### config.mk
export PLATFORM = sky130hd
export DESIGN_NAME = etapa_busqueda
export DESIGN_NICKNAME = d
export VERILOG_FILES = /design/src/rtl/etapa_busqueda.sv
export SDC_FILE = /design/constraint.sdc
export NUM_CORES = 1
export LEC_CHECK = 0
export BUFFER_PORTS_ARGS = -buffer_cell sky130_fd_sc_hd__clkbuf_2
export CAP_MARGIN = 20
export CELL_PAD_IN_SITES_DETAIL_PLACEMENT = 1
export CELL_PAD_IN_SITES_GLOBAL_PLACEMENT = 1
export CORE_MARGIN = 4
export CORE_UTILIZATION = 47
export DETAILED_ROUTE_END_ITERATION = 7
export GPL_TIMING_DRIVEN = 0
export MAX_ROUTING_LAYER = met4
export PLACE_DENSITY_LB_ADDON = 0.1
export SLEW_MARGIN = 30
export SYNTH_ARGS = -nofsm -noshare
export SYNTH_HDL_FRONTEND = slang
export SYNTH_SLANG_ARGS = --single-unit
### constraint.sdc
create_clock -name clk -period 13.6 [get_ports clk]
set_input_delay 2.72 -clock clk [delete_from_list [all_inputs] [get_ports clk]]
set_output_delay 2.72 -clock clk [all_outputs]
set_load 0.01 [all_outputs]
### src/rtl/etapa_busqueda.sv
// Instruction-fetch stage with IF/ID latch: drives the synchronous ROM, keeps a
// one-word skid so stalls never drop the in-flight fetch, and handles MEM redirects.
module etapa_busqueda #(
  parameter logic [31:0] RESET_PC = 32'h0000_0000,
  parameter logic [31:0] PC_STEP  = 32'd4,
  parameter logic [31:0] NOP_WORD = 32'h0000_0000
) (
  input  logic        clk,
  input  logic        rst_n,
  input  logic        stall_in,
  input  logic        branch_taken,
  input  logic [31:0] branch_target,
  output logic [31:0] imem_addr,
  input  logic [31:0] imem_data,
  output logic [31:0] instr_out,
  output logic [31:0] next_pc_out,
  output logic        valid_out
);

  typedef enum logic [1:0] {ARRANQUE, CORRE, DETENIDO} estado_t;

  estado_t     state;
  logic [31:0] fetch_pc;
  logic [31:0] req_pc;
  logic        req_valid;
  logic [31:0] skid_instr;
  logic [31:0] skid_pc;
  logic        skid_valid;

  function automatic logic [31:0] pc_inc(input logic [31:0] pc);
    return pc + PC_STEP;
  endfunction

  assign imem_addr = branch_taken ? branch_target : fetch_pc;

  always_ff @(posedge clk) begin
    if (!rst_n) begin
      state       <= ARRANQUE;
      fetch_pc    <= RESET_PC;
      req_valid   <= 1'b0;
      skid_valid  <= 1'b0;
      instr_out   <= NOP_WORD;
      next_pc_out <= 32'h0;
      valid_out   <= 1'b0;
    end else if (branch_taken) begin
      // Redirect: squash whatever was fetched and restart at the target.
      instr_out   <= NOP_WORD;
      next_pc_out <= 32'h0;
      valid_out   <= 1'b0;
      skid_valid  <= 1'b0;
      req_pc      <= branch_target;
      req_valid   <= 1'b1;
      fetch_pc    <= pc_inc(branch_target);
      state       <= CORRE;
    end else begin
      case (state)
        ARRANQUE: begin
          req_pc    <= fetch_pc;
          req_valid <= 1'b1;
          fetch_pc  <= pc_inc(fetch_pc);
          state     <= CORRE;
        end
        CORRE, DETENIDO: begin
          if (stall_in) begin
            // Only the first stalled edge sees a live ROM word; park it in the skid.
            if (state == CORRE) begin
              req_valid <= 1'b0;
              if (req_valid && !skid_valid) begin
                skid_instr <= imem_data;
                skid_pc    <= req_pc;
                skid_valid <= 1'b1;
              end
              state <= DETENIDO;
            end
          end else begin
            if (skid_valid) begin
              instr_out   <= skid_instr;
              next_pc_out <= pc_inc(skid_pc);
              valid_out   <= 1'b1;
            end else if (req_valid) begin
              instr_out   <= imem_data;
              next_pc_out <= pc_inc(req_pc);
              valid_out   <= 1'b1;
            end else begin
              instr_out   <= NOP_WORD;
              next_pc_out <= 32'h0;
              valid_out   <= 1'b0;
            end
            skid_valid <= 1'b0;
            req_pc     <= imem_addr;
            req_valid  <= 1'b1;
            fetch_pc   <= pc_inc(imem_addr);
            state      <= CORRE;
          end
        end
        default: state <= ARRANQUE;
      endcase
    end
  end

endmodule

== Word level (Yosys, flattened, before mapping) ==
Cells that the tools add are included.

* Add/subtract/negate cells: 5
* Equality and inequality tests: 7
* Muxes and demuxes: 24
* Bitwise gates (word level): 3
* Reductions and logical operators: 12

{| class="wikitable"
|+ Operators with widths
! operator !! count
|-
| two-way mux 32 bit || 9
|-
| adder 32 x 3 -> 32 bit (second input constant) || 5
|-
| case mux 32 bit (2 select lines) || 2
|-
| two-way mux 1 bit || 9
|-
| != test 3 bit (second input constant) || 2
|-
| AND reduction 2 bit || 3
|-
| AND reduction 3 bit || 2
|-
| AND reduction 6 bit || 1
|-
| two-way mux 2 bit || 2
|-
| != test 2 x 1 -> 1 bit (second input constant) || 2
|-
| != test 4 bit (second input constant) || 1
|-
| case mux 2 bit (2 select lines) || 1
|-
| OR reduction 2 bit || 2
|-
| inverter 1 bit || 3
|-
| nonzero test 3 bit || 1
|-
| equality test 2 x 1 -> 1 bit (second input constant) || 1
|-
| equality test 2 bit (second input constant) || 1
|-
| zero test 2 bit || 1
|-
| case mux 1 bit (2 select lines) || 1
|-
| logical AND 1 bit || 1
|-
| zero test 1 bit || 1
|}

* Register bits after elaboration: 197
* Output and inout port bits: 97
* Word-level logic and storage cells: 62

== Depth between registers and ports, before layout ==
Gate-level depths: netlist (run 1).

* Word-level depth: 5
* Gate-level depth with buffers: 13

== Worst setup path after synthesis (run 1) ==
Ideal clock, no wire load.

* Path type: input-to-reg
* Start point: input port branch_taken
* End point: register skid_instr[0], enable pin
* Library setup time: 565 ps
* Arrival: 8,229 ps
* Data required time: 13,035 ps
* Path slack: 4,805 ps
* Stages on the path: 8
* Path buffers: 6
* Cell sequence: buf_6 buf_8 buf_8 buf_2 nand2b_1 buf_2 buf_1 nor3_1

* Longest elaborated chain between the ends: 2

{| class="wikitable"
|+ Ends and longest elaborated chain
! element !! RTL line !! text
|-
| start: declaration || 11 || <nowiki>input logic branch_taken,</nowiki>
|-
| inverter 1 bit (no source line) || n/a ||
|-
| AND reduction 6 bit (no source line) || n/a ||
|-
| end signal: assignment || 69 || <nowiki>skid_instr <= imem_data;</nowiki>
|-
| end: declaration || 26 || <nowiki>logic [31:0] skid_instr;</nowiki>
|}

Every way passes these cells.
A chain may end at the register's enable or synchronous reset.

== Worst setup path after layout (run 1) ==
* Start point: input port branch_taken
* End point: output port imem_addr[31]

* Longest elaborated chain between the ends: 1

{| class="wikitable"
|+ Ends and longest elaborated chain
! element !! RTL line !! text
|-
| two-way mux 32 bit || 34 || <nowiki>assign imem_addr = branch_taken ? branch_target : fetch_pc;</nowiki>
|-
| end: declaration || 13 || <nowiki>output logic [31:0] imem_addr,</nowiki>
|}

Every way passes these cells.

==> summary by stage, run 1 <==
Synth
Among all flip-flop cells after synthesis, the most frequent one is sky130_fd_sc_hd__dfxtp_1. The top cell type's share of synthesized area is 31.3%. The post-synth net total is 957.

The count of different cell masters after synthesis is 62. sky130_fd_sc_hd__edfxtp_1 takes more of the synthesized area than any other cell. The number of register bits inferred by synthesis is 197. Counting flops with a built-in enable in the synthesized netlist gives 96. Of all flip-flops after synthesis, the portion carrying an async set or reset was 0%. For this run, the register share of the synthesized area comes to 53.3%. The post-synthesis instance total is 882. The synthesized area per cell is 10.4 um^2. After synthesis, the cell types taking the most area are sky130_fd_sc_hd__edfxtp_1, sky130_fd_sc_hd__dfxtp_1, sky130_fd_sc_hd__a221oi_1, sky130_fd_sc_hd__xnor2_1, sky130_fd_sc_hd__nor2_1.

In this run the cell area of the synthesized design comes to 9200 um^2. During synthesis, Yosys emitted a total of 0 warnings.

Clock network
The CTS tree is built. The number of H-tree branching levels is 4. For this design, the CTS-stage hold fixing added 0 buffers. In this run the clock root is driven by a sky130_fd_sc_hd__clkbuf_16. The tree built by TritonCTS fans out to 197 sinks.

The later-pin clock latency in the skew report is 0.45 ns. The maximum root-to-sink buffer count is 2. After clock tree synthesis, the clock-pin slew on the worst setup and hold paths is 0.08 ns. Counting the buffers created by CTS gives 17. The post-cts sizing count is 0. Once the clock tree was built, the setup fixing pass inserted 0 buffers.

Setup path
The highest cell delay on the worst timing path is 0.44 ns. The worst setup path is launched from an input pin. Data on the critical path arrives at its endpoint at 4.48 ns. The critical path class is in2out. The worst endpoint required time is 10.88 ns.

The slowest stage of the critical path belongs to the cell sky130_fd_sc_hd__mux2_2. Walking the worst path, the cells encountered are buf_6 -> buf_8 -> buf_8 -> buf_2 -> buf_2 -> mux2_2 -> clkbuf_2. In this run the worst path has a maximum fanout of 10. The worst setup path is captured at an output port.

Cells and area
The number of nets at the end of the flow is 1146. In the final layout, the share of cells above drive strength 1 is 24.2%. After routing the design area is 11000 um^2. The fill cell instance count of the final layout is 2174.

Relative to the synthesized area, the layout overhead comes to 19.5%. The combined flip-flop and latch cell area is 4900 um^2. The area of the multi-input gates is 3980 um^2. The non-filler instance count after layout is 1345.

Global routing
The total track usage is 26.8%. Global routing finished with a remaining overflow of 0. Entering global routing, the biggest net connects 33 pins. The via count of the first global-routing pass is 8037. The first global-routing pass estimated 44.7 mm of wire. The initial antenna violation count was 1.

STA
Setup violations remaining at the end of the flow were counted as 0. The max-slew violation count came to 0. The worst pin sits at a relative slew slack of 41.4%.

The final critical path takes up 53.0% of the cycle. The count of endpoints failing hold in the final timing report was 0. Static timing analysis puts the maximum clock frequency at 0.139 GHz. The final critical-path setup slack is 6.40 ns. For the pin with the worst max-slew slack, the measured transition is 0.872 ns. For the final database, setup skew stands at 0.0150 ns. The final-layout setup total negative slack is 0 ns. The final critical path time including I/O delays and setup is 7.20 ns.

Setup repair after global routing left no endpoint under its margin.

Die
The total die area is 21900 um^2. The core region is 19000 um^2. From left edge to right edge, the die measures 148 um.

The I/O pin total is 165. Measured along the y axis, the die boundary spans 148 um. After floorplanning, the core was divided into 50 placement rows. For this configuration, the core starts out at a cell density of 48.5%.

Drt
The via density per instance is 5.87. The number of vias in the routed layout is 7889. Wires add up to 28.3 mm. The remaining design rule violation count is 0. In this run the remaining antenna-violating nets after routing total 0.

In the final routed layout, each cell accounts on average for 21.1 um. The DRC violation total after the first TritonRoute iteration is 467. The first detailed-routing pass ran for 5 iterations.

Power
The power density of the placed cells is 122 nW/um^2. The cell leakage power is 4.21 nW. The worst IR drop on VDD is 0.0000807 V.

Run status
The flow ran to the end, and the final reports show no timing, DRC or antenna violations.

Placed design
Input and output buffers added on the ports amount to 162. The total cell area at the placement stage is 10400 um^2. After detailed placement, the design holds a cell count of 1312. The wire-length estimate of the detail-placed layout is 20.9 mm.

The global placement routability congestion is 0.912. Before CTS, the worst setup slack after placement is 6.41 ns.

Worst hold path
The type of the most critical hold path is reg2reg.

Job
The number of max-capacitance violations reported is 0.
## report_power, final
group / internal (mW) / switching [mW]
registers: 0.650 / 0.0232
clock network: 0.261 / 0.246
logic: 0.0597 / 0.107
total: 0.971 / 0.376
## registers in the layout (all words and copies together) (netlist names)
| signal | count |
|---|---|
| next_pc_out | 32 |
| state | 2 |
| skid_instr | 32 |
| skid_valid | 1 |
| req_valid | 1 |
| req_pc | 32 |
| instr_out | 32 |
| skid_pc | 32 |
| fetch_pc | 32 |
| valid_out | 1 |
## worst max-delay path: cells and delay by family
kind / cells / cell delay (ns)
buf+inv: 6 / 1.31
mux: 1 / 0.44
## layer usage
layer / vias up / share of wire, % / track usage, %
met5: - / 0 / -
met1: 3911 / 46 / 35.5
li1: 3658 / - / -
met3: 57 / 4.9 / 4.20
met4: 0 / 2.2 / 8.68
met2: 263 / 47 / 42.4
## cells in the mapped netlist, types with 8 or more instances
cell	number
sky130_fd_sc_hd__dfxtp_1	101
sky130_fd_sc_hd__edfxtp_1	96
sky130_fd_sc_hd__nor2_1	89
sky130_fd_sc_hd__nand2_1	66
sky130_fd_sc_hd__a221oi_1	57
sky130_fd_sc_hd__nor3_1	57
sky130_fd_sc_hd__nand3_1	50
sky130_fd_sc_hd__xnor2_1	48
sky130_fd_sc_hd__clkbuf_1	40
sky130_fd_sc_hd__o21ai_0	36
sky130_fd_sc_hd__nand4_1	27
sky130_fd_sc_hd__mux2_2	25
sky130_fd_sc_hd__xor2_1	22
sky130_fd_sc_hd__a21oi_1	17
sky130_fd_sc_hd__inv_1	17
sky130_fd_sc_hd__and2_1	10
sky130_fd_sc_hd__a31oi_1	9
sky130_fd_sc_hd__and4_1	8
sky130_fd_sc_hd__buf_2	8
sky130_fd_sc_hd__nor4_1	8
## cells in the final DEF (no fill, tap or decap), types with 6 or more instances in the layout
cell | synthesis | layout
sky130_fd_sc_hd__clkbuf_2 | 0 | 162
sky130_fd_sc_hd__dfxtp_1 | 101 | 101
sky130_fd_sc_hd__edfxtp_1 | 96 | 96
sky130_fd_sc_hd__nor2_1 | 89 | 89
sky130_fd_sc_hd__nand2_1 | 66 | 66
sky130_fd_sc_hd__a221oi_1 | 57 | 57
sky130_fd_sc_hd__nor3_1 | 57 | 56
sky130_fd_sc_hd__nand3_1 | 50 | 50
sky130_fd_sc_hd__xnor2_1 | 48 | 48
sky130_fd_sc_hd__clkbuf_1 | 40 | 40
sky130_fd_sc_hd__o21ai_0 | 36 | 36
sky130_fd_sc_hd__nand4_1 | 27 | 27
sky130_fd_sc_hd__mux2_2 | 25 | 25
sky130_fd_sc_hd__xor2_1 | 22 | 22
sky130_fd_sc_hd__a21oi_1 | 17 | 17
sky130_fd_sc_hd__clkbuf_16 | 0 | 17
sky130_fd_sc_hd__inv_1 | 17 | 16
sky130_fd_sc_hd__and2_1 | 10 | 10
sky130_fd_sc_hd__a31oi_1 | 9 | 9
sky130_fd_sc_hd__buf_2 | 8 | 8
sky130_fd_sc_hd__and4_1 | 8 | 8
sky130_fd_sc_hd__nor4_1 | 8 | 8
sky130_fd_sc_hd__buf_4 | 1 | 8
sky130_fd_sc_hd__mux2i_1 | 7 | 7
sky130_fd_sc_hd__ha_1 | 7 | 7
sky130_fd_sc_hd__and3_1 | 6 | 6
sky130_fd_sc_hd__inv_6 | 0 | 6
## logic make-up (layout without fill, tap and decap cells)
family          count (synthesis)  in the layout  share of synthesized area [%]
buf+inv                        74            276                           3.50
xor+xnor                       70             70                           6.66
flops                         197            197                           53.3
fa+ha+maj                       7              7                          0.952
mux                            32             32                           3.82
other cells                     0              1                              0
compound gates                151            151                           12.1
simple gates                  351            351                           19.7
## metrics by stage
stage | utilization, % | power, mW | hold slack [ns]
finish | 58.0 | 1.35 | 0.454
global route | 58.0 | 1.40 | 0.484
CTS | 58.0 | 1.35 | 0.459
detailed placement | 54.9 | 0.850 | 0.448
global placement | 54.5 | 0.845 | 0.439
floorplan | - | 0.778 | 0.428
## area by class of cell
class / count / area share (%)
tap: 260 / 2.96
inverter: 18 / 0.615
buffer: 56 / 2.31
clock buffer: 17 / 3.87
sequential: 197 / 44.6
antenna: 1 / 0.0228
clock inverter: 15 / 1.45
multi-input combinational: 611 / 36.2
timing repair buffer: 170 / 7.96
## final timing paths
path	from	to	slack (ns)	cells after the start
min reg2reg	fetch_pc[27]	fetch_pc[27]	0.45	2
min	fetch_pc[27]	fetch_pc[27]	0.45	2
max reg2reg	req_valid	skid_instr[17]	10.09	10
max	branch_taken	imem_addr[31]	6.40	7
(Power assumes the default switching activity.)
==> run 2: changes to the inputs <==
- ABC_AREA: not set -> 1
- CORE_UTILIZATION: 47 -> 37
- clock period: 13.6 -> 6.3 ns (I/O delays scaled with it)
==> run 2 against run 1 <==
Wire length is 19% higher; sequential power grew 120%; critical path type unchanged; global-route usage down 3.9 points; area after synthesis increased by 10%; critical path depth unchanged; total power grew 120%.
==> summary by stage, run 2 <==
Placed design
The total cell area at the placement stage was 11400 um^2 (+10%). The number of cells after detailed placement came to 1875 (+43%). The global placement routability congestion is 0.883 (-3.1%).

The total half-perimeter wirelength after legalization and detailed placement is 26.5 mm (+27%). The quantity of I/O buffers inserted on ports was 163 (+0.62%).

Drt
The remaining design rule violation count is 0 (unchanged). The total met3 wirelength after detailed routing came to 1.00 mm (-28%). The DRC violation total after the first TritonRoute iteration came to 547 (+17%). The total length of routed met2 wires is 16.3 mm (+22%).

The wire length on met1 was 15.6 mm (+20%). The final wirelength was 33.6 mm (+19%). The number of vias in the routed layout was 9556 (+21%). The number of iterations in the first detailed-routing pass is 5 (unchanged). The top routing layer in use is met4. The post-detailed-route count of antenna-violating nets was 0 (unchanged).

The per-cell routed wire length is 17.6 um (-16%). The via density per instance was 5.01 (-15%).

Synth
The number of flops mapped to enable cells by yosys is 96 (unchanged). The fraction of registers with async set/reset was 0% (unchanged). The post-synthesis instance total was 1369 (+55%).

Among all flip-flop cells after synthesis, the most frequent one is sky130_fd_sc_hd__dfxtp_1. The cell area after synthesis came to 10100 um^2 (+10%). Yosys instantiated no cell more often than sky130_fd_sc_hd__nand2_1.

Of all cell types, the one taking the most synthesized area is sky130_fd_sc_hd__edfxtp_1. The count of different cell masters after synthesis is 36 (-42%). By area the synthesized netlist is led by sky130_fd_sc_hd__edfxtp_1, sky130_fd_sc_hd__dfxtp_1, sky130_fd_sc_hd__nand2_1, sky130_fd_sc_hd__nor2_1, sky130_fd_sc_hd__a21oi_1. The post-synth net total is 1444 (+51%). The number of register bits inferred by synthesis is 197 (unchanged). The synthesized area per cell is 7.41 um^2 (-29%).

The warning count from the yosys run is 0 (unchanged). The top cell type's share of synthesized area is 28.4% (-2.9 points). By count the netlist is led by sky130_fd_sc_hd__nand2_1, sky130_fd_sc_hd__nor2_1, sky130_fd_sc_hd__inv_1, sky130_fd_sc_hd__dfxtp_1, sky130_fd_sc_hd__a21oi_1. The sequential-to-total area share from yosys stat is 48.3% (-5.0 points).

STA
The final-layout setup total negative slack came to 0 ns (unchanged). The number of endpoints failing setup at the final stage is 0 (unchanged). The normalized max-slew margin was 47.9% (+6.6 points). The final critical-path share of the clock period is 57.5%. The clock tree skew after final layout came to 0.0195 ns (+0.00457 ns).

The slew of the pin with the lowest slew margin is 0.778 ns (-0.0937 ns). Derived from the worst setup path, the maximum achievable clock frequency is 0.276 GHz. Setup repair after global routing left no endpoint under its margin. The max-slew violation count is 0 (unchanged). The count of endpoints failing hold in the final timing report is 0 (unchanged).

After layout, the minimum clock period comes to 3.62 ns.

Clock network
The clock transition at the registers of the reported paths is 0.08 ns (about the same). The post-cts sizing count came to 0 (unchanged). The hold buffer count at cts is 0 (unchanged). The clock tree root driver cell is sky130_fd_sc_hd__clkbuf_16.

The number of H-tree branching levels is 4 (unchanged). The clock sink count is 197 (unchanged). The maximum root-to-sink buffer count is 2 (unchanged). The number of buffers added for setup after CTS is 0 (unchanged). The total CTS buffers is 17 (unchanged). The later-pin clock latency in the skew report is 0.45 ns (about the same). The CTS tree is built.

Job
The number of max-capacitance violations reported is 0 (unchanged).

Global routing
The total track usage is 22.9% (-3.9 points). The residual overflow from global routing came to 0 (unchanged). The via count of the first global-routing pass is 9690 (+21%).

The initial antenna violation count is 0 (-1). The wire length of the first global-routing pass was 53.4 mm (+19%). The maximum number of pins on one net before global-route repair is 35 (+6.1%).

Power
The internal power summed over all cells was 2.09 mW (+120%). The sum of internal, switching and leakage power came to 3.00 mW (+120%). The proportion of power drawn by combinational gates is 13.6% (+1.2 points).

The net switching power of the design is 912 uW (+140%). The power share of the sequential group is 48.6% (-1.4 points). The cell leakage power is 5.34 nW (+27%). The worst IR drop on VDD was 0.000130 V (+61%). The clock group share of total power is 37.9% (+0.3 points). The fraction of power spent switching nets is 30.4% (+2.5 points). The power density of the placed cells came to 249 nW/um^2 (+100%).

Setup path
The slowest stage of the critical path belongs to the cell sky130_fd_sc_hd__or2_2. In this design, the largest share of critical-path delay is due to buffers and inverters. The nature of the critical path endpoint is an output port. The signal on the critical path passes through buf_6 -> clkinv_4 -> buf_4 -> or2_2 -> o21ai_0 -> inv_1 -> clkbuf_2. The worst endpoint required time was 5.04 ns (-5.84 ns).

The critical path class is in2out. The worst setup path is launched from an input pin. The highest cell delay on the worst timing path came to 0.29 ns (-0.15 ns).

The maximum fanout encountered on the critical timing path is 10 (unchanged). The arrival time at the worst endpoint was 2.36 ns (-2.12 ns). The number of buffer and inverter instances along the worst setup path is 5 (-1).

Run status
The flow ran to the end, and the final reports show no timing, DRC or antenna violations.

Die
The I/O pin total is 165 (unchanged). The initial core utilization is 37.6% (-11 points). The number of cell rows came to 60 (+20%). The die boundary height is 174 um (+17%).

The width of the chip is 174 um (+17%). The total die area is 30100 um^2 (+38%). The area of the core is 27000 um^2 (+42%).

Cells and area
The fill cell instance count of the final layout is 3463 (+59%). In the layout the commonest cells are sky130_fd_sc_hd__nand2_1, sky130_fd_sc_hd__nor2_1, sky130_fd_sc_hd__clkbuf_2, sky130_fd_sc_hd__inv_1, sky130_fd_sc_hd__dfxtp_1. The most common cell after layout, fill and taps aside is sky130_fd_sc_hd__nand2_1. The area of all placed cells without fillers is 12100 um^2 (+9.8%). The area of the multi-input gates is 4530 um^2 (+14%).

The combined flip-flop and latch cell area is 4900 um^2 (unchanged). The non-filler instance count after layout came to 1907 (+42%). Compared with the post-synthesis result, the final layout area differs by 19.0%.

The layout cell share with drive strength beyond 1 is 16.6% (-7.6 points). The number of nets at the end of the flow is 1628 (+42%). The final antenna diode count is 0 (-1).

Worst hold path
The type of the most critical hold path is reg2reg.
## run 2: changes by cell type after synthesis, sizes merged, moves of 24 or more
cell | previous run | this run
a21oi | 20 | 98
inv | 17 | 126
nor2 | 90 | 224
nand4 | 28 | 4
mux2 | 25 | 0
nand2 | 66 | 431
nand3 | 53 | 95
a221oi | 58 | 0
o21ai | 39 | 84
nor3 | 58 | 2
xnor2 | 48 | 7
## run 2: routing by layer
metal	track usage, %	up-vias
met2	38.1	206
met5	-	-
met1	29.8	4515
met4	6.27	0
li1	-	4795
met3	2.55	40
## run 2: cell families after synthesis
logic type	count (synthesis)	synth area share, %
xor gates and xnor gates	16	1.38
buffers and inverters	174	7.12
adders and majority gates	7	0.863
and+or+nand+nor	775	32.0
DFF	197	48.3
AOI/OAI and AO/OA	200	10.3
## run 2: worst paths after layout
path | start | to | slack [ns] | cells after the start
setup / recovery | branch_taken | imem_addr[31] | 2.68 | 7
setup reg to reg | skid_valid | skid_pc[1] | 3.49 | 7
hold reg to reg | req_pc[1] | skid_pc[1] | 0.46 | 0
hold / removal | req_pc[1] | skid_pc[1] | 0.46 | 0
## run 2: metrics by stage
step | setup WS, ns | utilization (%) | hold WS, ns
floorplan | 2.43 | - | 0.427
global placement | 1.19 | 42.3 | 0.431
detailed placement | 2.68 | 42.5 | 0.439
CTS | 2.68 | 44.8 | 0.460
global route | 2.57 | 44.8 | 0.466
finish | 2.68 | 44.8 | 0.460
## run 2: power by group through the flow
stage	clock network [mW]	logic (mW)	registers [mW]
2_1_floorplan	0	0.239	1.48
3_3_place_gp	0	0.397	1.48
3_5_place_dp	0	0.410	1.49
4_1_cts	1.17	0.412	1.46
5_1_grt	1.22	0.461	1.46
6_report	1.14	0.407	1.46
## run 2: area by class of cell
class | instances | share of cell area, %
Multi-Input combinational cell | 998 | 37.5
Timing Repair Buffer | 165 | 7.15
Clock inverter | 15 | 1.66
Buffer | 47 | 1.99
Sequential cell | 197 | 40.6
Clock buffer | 17 | 3.52
Tap cell | 341 | 3.53
Inverter | 127 | 3.99
==> run 3: changes to the inputs <==
- ABC_AREA: 1 -> 0
- CORE_UTILIZATION: 37 -> 44
- clock period: 6.3 -> 3.65 ns (I/O delays scaled with it)
==> run 3 against run 2 <==
Cell count down 29%; die area is 23% lower; combinational power is 51% higher; register-to-register slack got worse by 3.2 ns; critical path depth increased by 6; non-clock buffer count increased by 11; utilization is 9.1 points higher; wire length is 18% lower; total power increased by 66%; first-iteration DRC count shrank 17%; critical path type is now in2reg; largest power group unchanged.
==> summary by stage, run 3 (synthesis gave the netlist of run 1 again) <==
Drt
The via density per instance was 5.68 (+13%). The final wirelength was 27.7 mm (-18%). The number of iterations in the first detailed-routing pass was 5 (unchanged). The per-cell routed wire length came to 20.5 um (+16%). The post-detailed-route count of antenna-violating nets is 0 (unchanged). The number of vias in the routed layout was 7671 (-20%). The DRC violation total after the first TritonRoute iteration is 454 (-17%).

The remaining design rule violation count came to 0 (unchanged).

Cells and area
The final standard cell utilization of the core was 53.9% (+9.1 points). The area of all placed cells without fillers is 11000 um^2 (-8.7%). The fill cell instance count of the final layout came to 2308 (-33%). The non-filler instance count after layout was 1351 (-29%). The number of nets at the end of the flow is 1143 (-30%).

The final antenna diode count is 0 (unchanged). The layout cell share with drive strength beyond 1 is 24.1% (+7.5 points). The combined flip-flop and latch cell area is 4900 um^2 (unchanged). The area of the multi-input gates is 3990 um^2 (-12%).

Relative to the synthesized area, the layout overhead comes to 19.8%. The most common cell after layout, fill and taps aside is sky130_fd_sc_hd__clkbuf_2. The library cells used most frequently in the layout, excluding fill and tap cells, are sky130_fd_sc_hd__clkbuf_2, sky130_fd_sc_hd__dfxtp_1, sky130_fd_sc_hd__edfxtp_1, sky130_fd_sc_hd__nor2_1, sky130_fd_sc_hd__nand2_1.

Setup path
The worst endpoint required time was 3.95 ns (-1.09 ns). On the critical path, the stage with the largest delay is an instance of sky130_fd_sc_hd__or4_1. The maximum fanout encountered on the critical timing path came to 10 (unchanged).

The critical path class is in2reg. The number of buffer and inverter instances along the worst setup path was 6 (+1). The kind of cell with the highest combined delay along the critical path is buffers and inverters.

The worst setup path is captured at a flop. The signal on the critical path passes through buf_6 -> buf_8 -> buf_8 -> buf_2 -> buf_2 -> mux2_2 -> ha_1 -> and2_1 -> clkbuf_1 -> nand3_2 -> or4_1 -> nand3_1 -> a21oi_1. The arrival time at the worst endpoint is 3.79 ns (+1.43 ns). The startpoint type of the worst setup path is an input pin.

The highest cell delay on the worst timing path was 0.48 ns (+0.19 ns).

Clock network
The hold buffer count at cts is 0 (unchanged). The post-cts sizing count was 0 (unchanged). The clock sink count came to 197 (unchanged).

The clock transition at the registers of the reported paths came to 0.08 ns (about the same). The number of buffers added for setup after CTS is 0 (unchanged). The CTS tree is built. The maximum root-to-sink buffer count is 2 (unchanged). The root buffer cell chosen for the clock tree is sky130_fd_sc_hd__clkbuf_16. The number of H-tree branching levels is 4 (unchanged). The total CTS buffers is 17 (unchanged). The later-pin clock latency in the skew report is 0.44 ns (about the same).

Global routing
The wire length of the first global-routing pass is 43.0 mm (-19%). The residual overflow from global routing is 0 (unchanged). The via count of the first global-routing pass was 7620 (-21%). The initial antenna violation count is 0 (unchanged). The maximum number of pins on one net before global-route repair is 33 (-5.7%). The total track usage is 23.9% (+1.0 points).

STA
The final critical path time including I/O delays and setup is 3.49 ns. The timing-limited maximum frequency is 0.286 GHz. The final critical-path share of the clock period is 95.8%.

The final-layout setup total negative slack came to 0 ns (unchanged). Setup repair after global routing left no endpoint under its margin. The max-slew violation count is 0 (unchanged). The clock tree skew after final layout is 0.0101 ns (-0.00943 ns). The final critical-path setup slack is 0.155 ns (-2.52 ns).

The slew of the pin with the lowest slew margin is 0.843 ns (+0.0646 ns). The count of endpoints failing hold in the final timing report is 0 (unchanged). The number of endpoints failing setup at the final stage is 0 (unchanged). The normalized max-slew margin was 43.3% (-4.6 points).

Worst hold path
The worst hold path belongs to the class reg2reg.

Placed design
The global placement routability congestion is 0.950 (+7.5%). The total half-perimeter wirelength after legalization and detailed placement is 21.0 mm (-21%). The total cell area at the placement stage is 10400 um^2 (-8.8%). The setup slack at placement is -0.239 ns (-2.92 ns). The number of cells after detailed placement is 1319 (-30%).

The quantity of I/O buffers inserted on ports is 162 (-0.61%).

Power
The cell leakage power was 4.22 nW (-21%). The worst IR drop on VDD came to 0.000318 V (+150%). The power density of the placed cells is 453 nW/um^2 (+82%).

Die
The die boundary height was 153 um (-12%). The width of the chip is 153 um (-12%). The initial core utilization is 45.0% (+7.4 points). The I/O pin total is 165 (unchanged). The total die area is 23300 um^2 (-23%). The number of cell rows came to 52 (-13%). The area of the core was 20400 um^2 (-24%).

Run status
The flow ran to the end, and the final reports show no timing, DRC or antenna violations.

Job
The number of max-capacitance violations reported is 0 (unchanged).
-- run 3: cell count changes in the layout (fill, tap and decap cells not counted), sizes merged, moves of 25 or more --
cell    change
a21oi      -78
mux2       +25
nand3      -42
a221oi     +58
nor3       +56
xnor2      +41
inv       -108
o21ai      -45
nor2      -134
nand2     -365
-- run 3: worst register-to-register path, cell delays in order (launching register included) --
cell                       delay, ns
sky130_fd_sc_hd__dfxtp_1        0.45
sky130_fd_sc_hd__nor2b_1        0.19
sky130_fd_sc_hd__clkbuf_1       0.31
sky130_fd_sc_hd__clkbuf_1       0.46
sky130_fd_sc_hd__clkbuf_1       0.44
sky130_fd_sc_hd__nand2_1        0.17
sky130_fd_sc_hd__nor3_4         0.57
sky130_fd_sc_hd__buf_6          0.28
sky130_fd_sc_hd__buf_6          0.18
-- run 3: area by class of cell --
class / count / share of cell area (%)
inverters: 18 / 0.613
repair buffers: 167 / 7.90
well taps: 270 / 3.07
clock inverters: 14 / 1.25
multi-input cells: 611 / 36.2
flip-flops and latches: 197 / 44.5
plain buffers: 56 / 2.45
clock buffers: 18 / 3.99
-- run 3: layer usage --
layer,part of all wire [%],GRT usage (%),vias up
li1,-,-,3660
met1,47,33.2,3737
met2,46,36.8,240
met3,5.1,3.75,34
met4,1.6,6.11,0
met5,0,-,-
-- run 3: where the power goes --
part	internal, mW	total (mW)	switching (mW)
registers	2.42	2.51	0.0861
clock network	0.982	1.86	0.883
logic	0.225	0.616	0.391
-- run 3: final timing paths --
| path | to | startpoint | depth (start not counted) | slack [ns] |
|---|---|---|---|---|
| worst min-delay path | skid_pc[0] | req_pc[0] | 0 | 0.46 |
| worst max-delay path | fetch_pc[30] | branch_taken | 13 | 0.16 |
| worst min register to register | skid_pc[0] | req_pc[0] | 0 | 0.46 |
| worst max register to register | skid_instr[28] | req_valid | 8 | 0.32 |
-- run 3: per-stage QoR --
| step | power (mW) | hold WS [ns] |
|---|---|---|
| final | 4.99 | 0.458 |
| after global routing | 5.18 | 0.468 |
| after CTS | 5.02 | 0.463 |
| after detailed placement | 3.17 | 0.445 |
| after global placement | 3.16 | 0.438 |
| after floorplan | 2.90 | 0.428 |
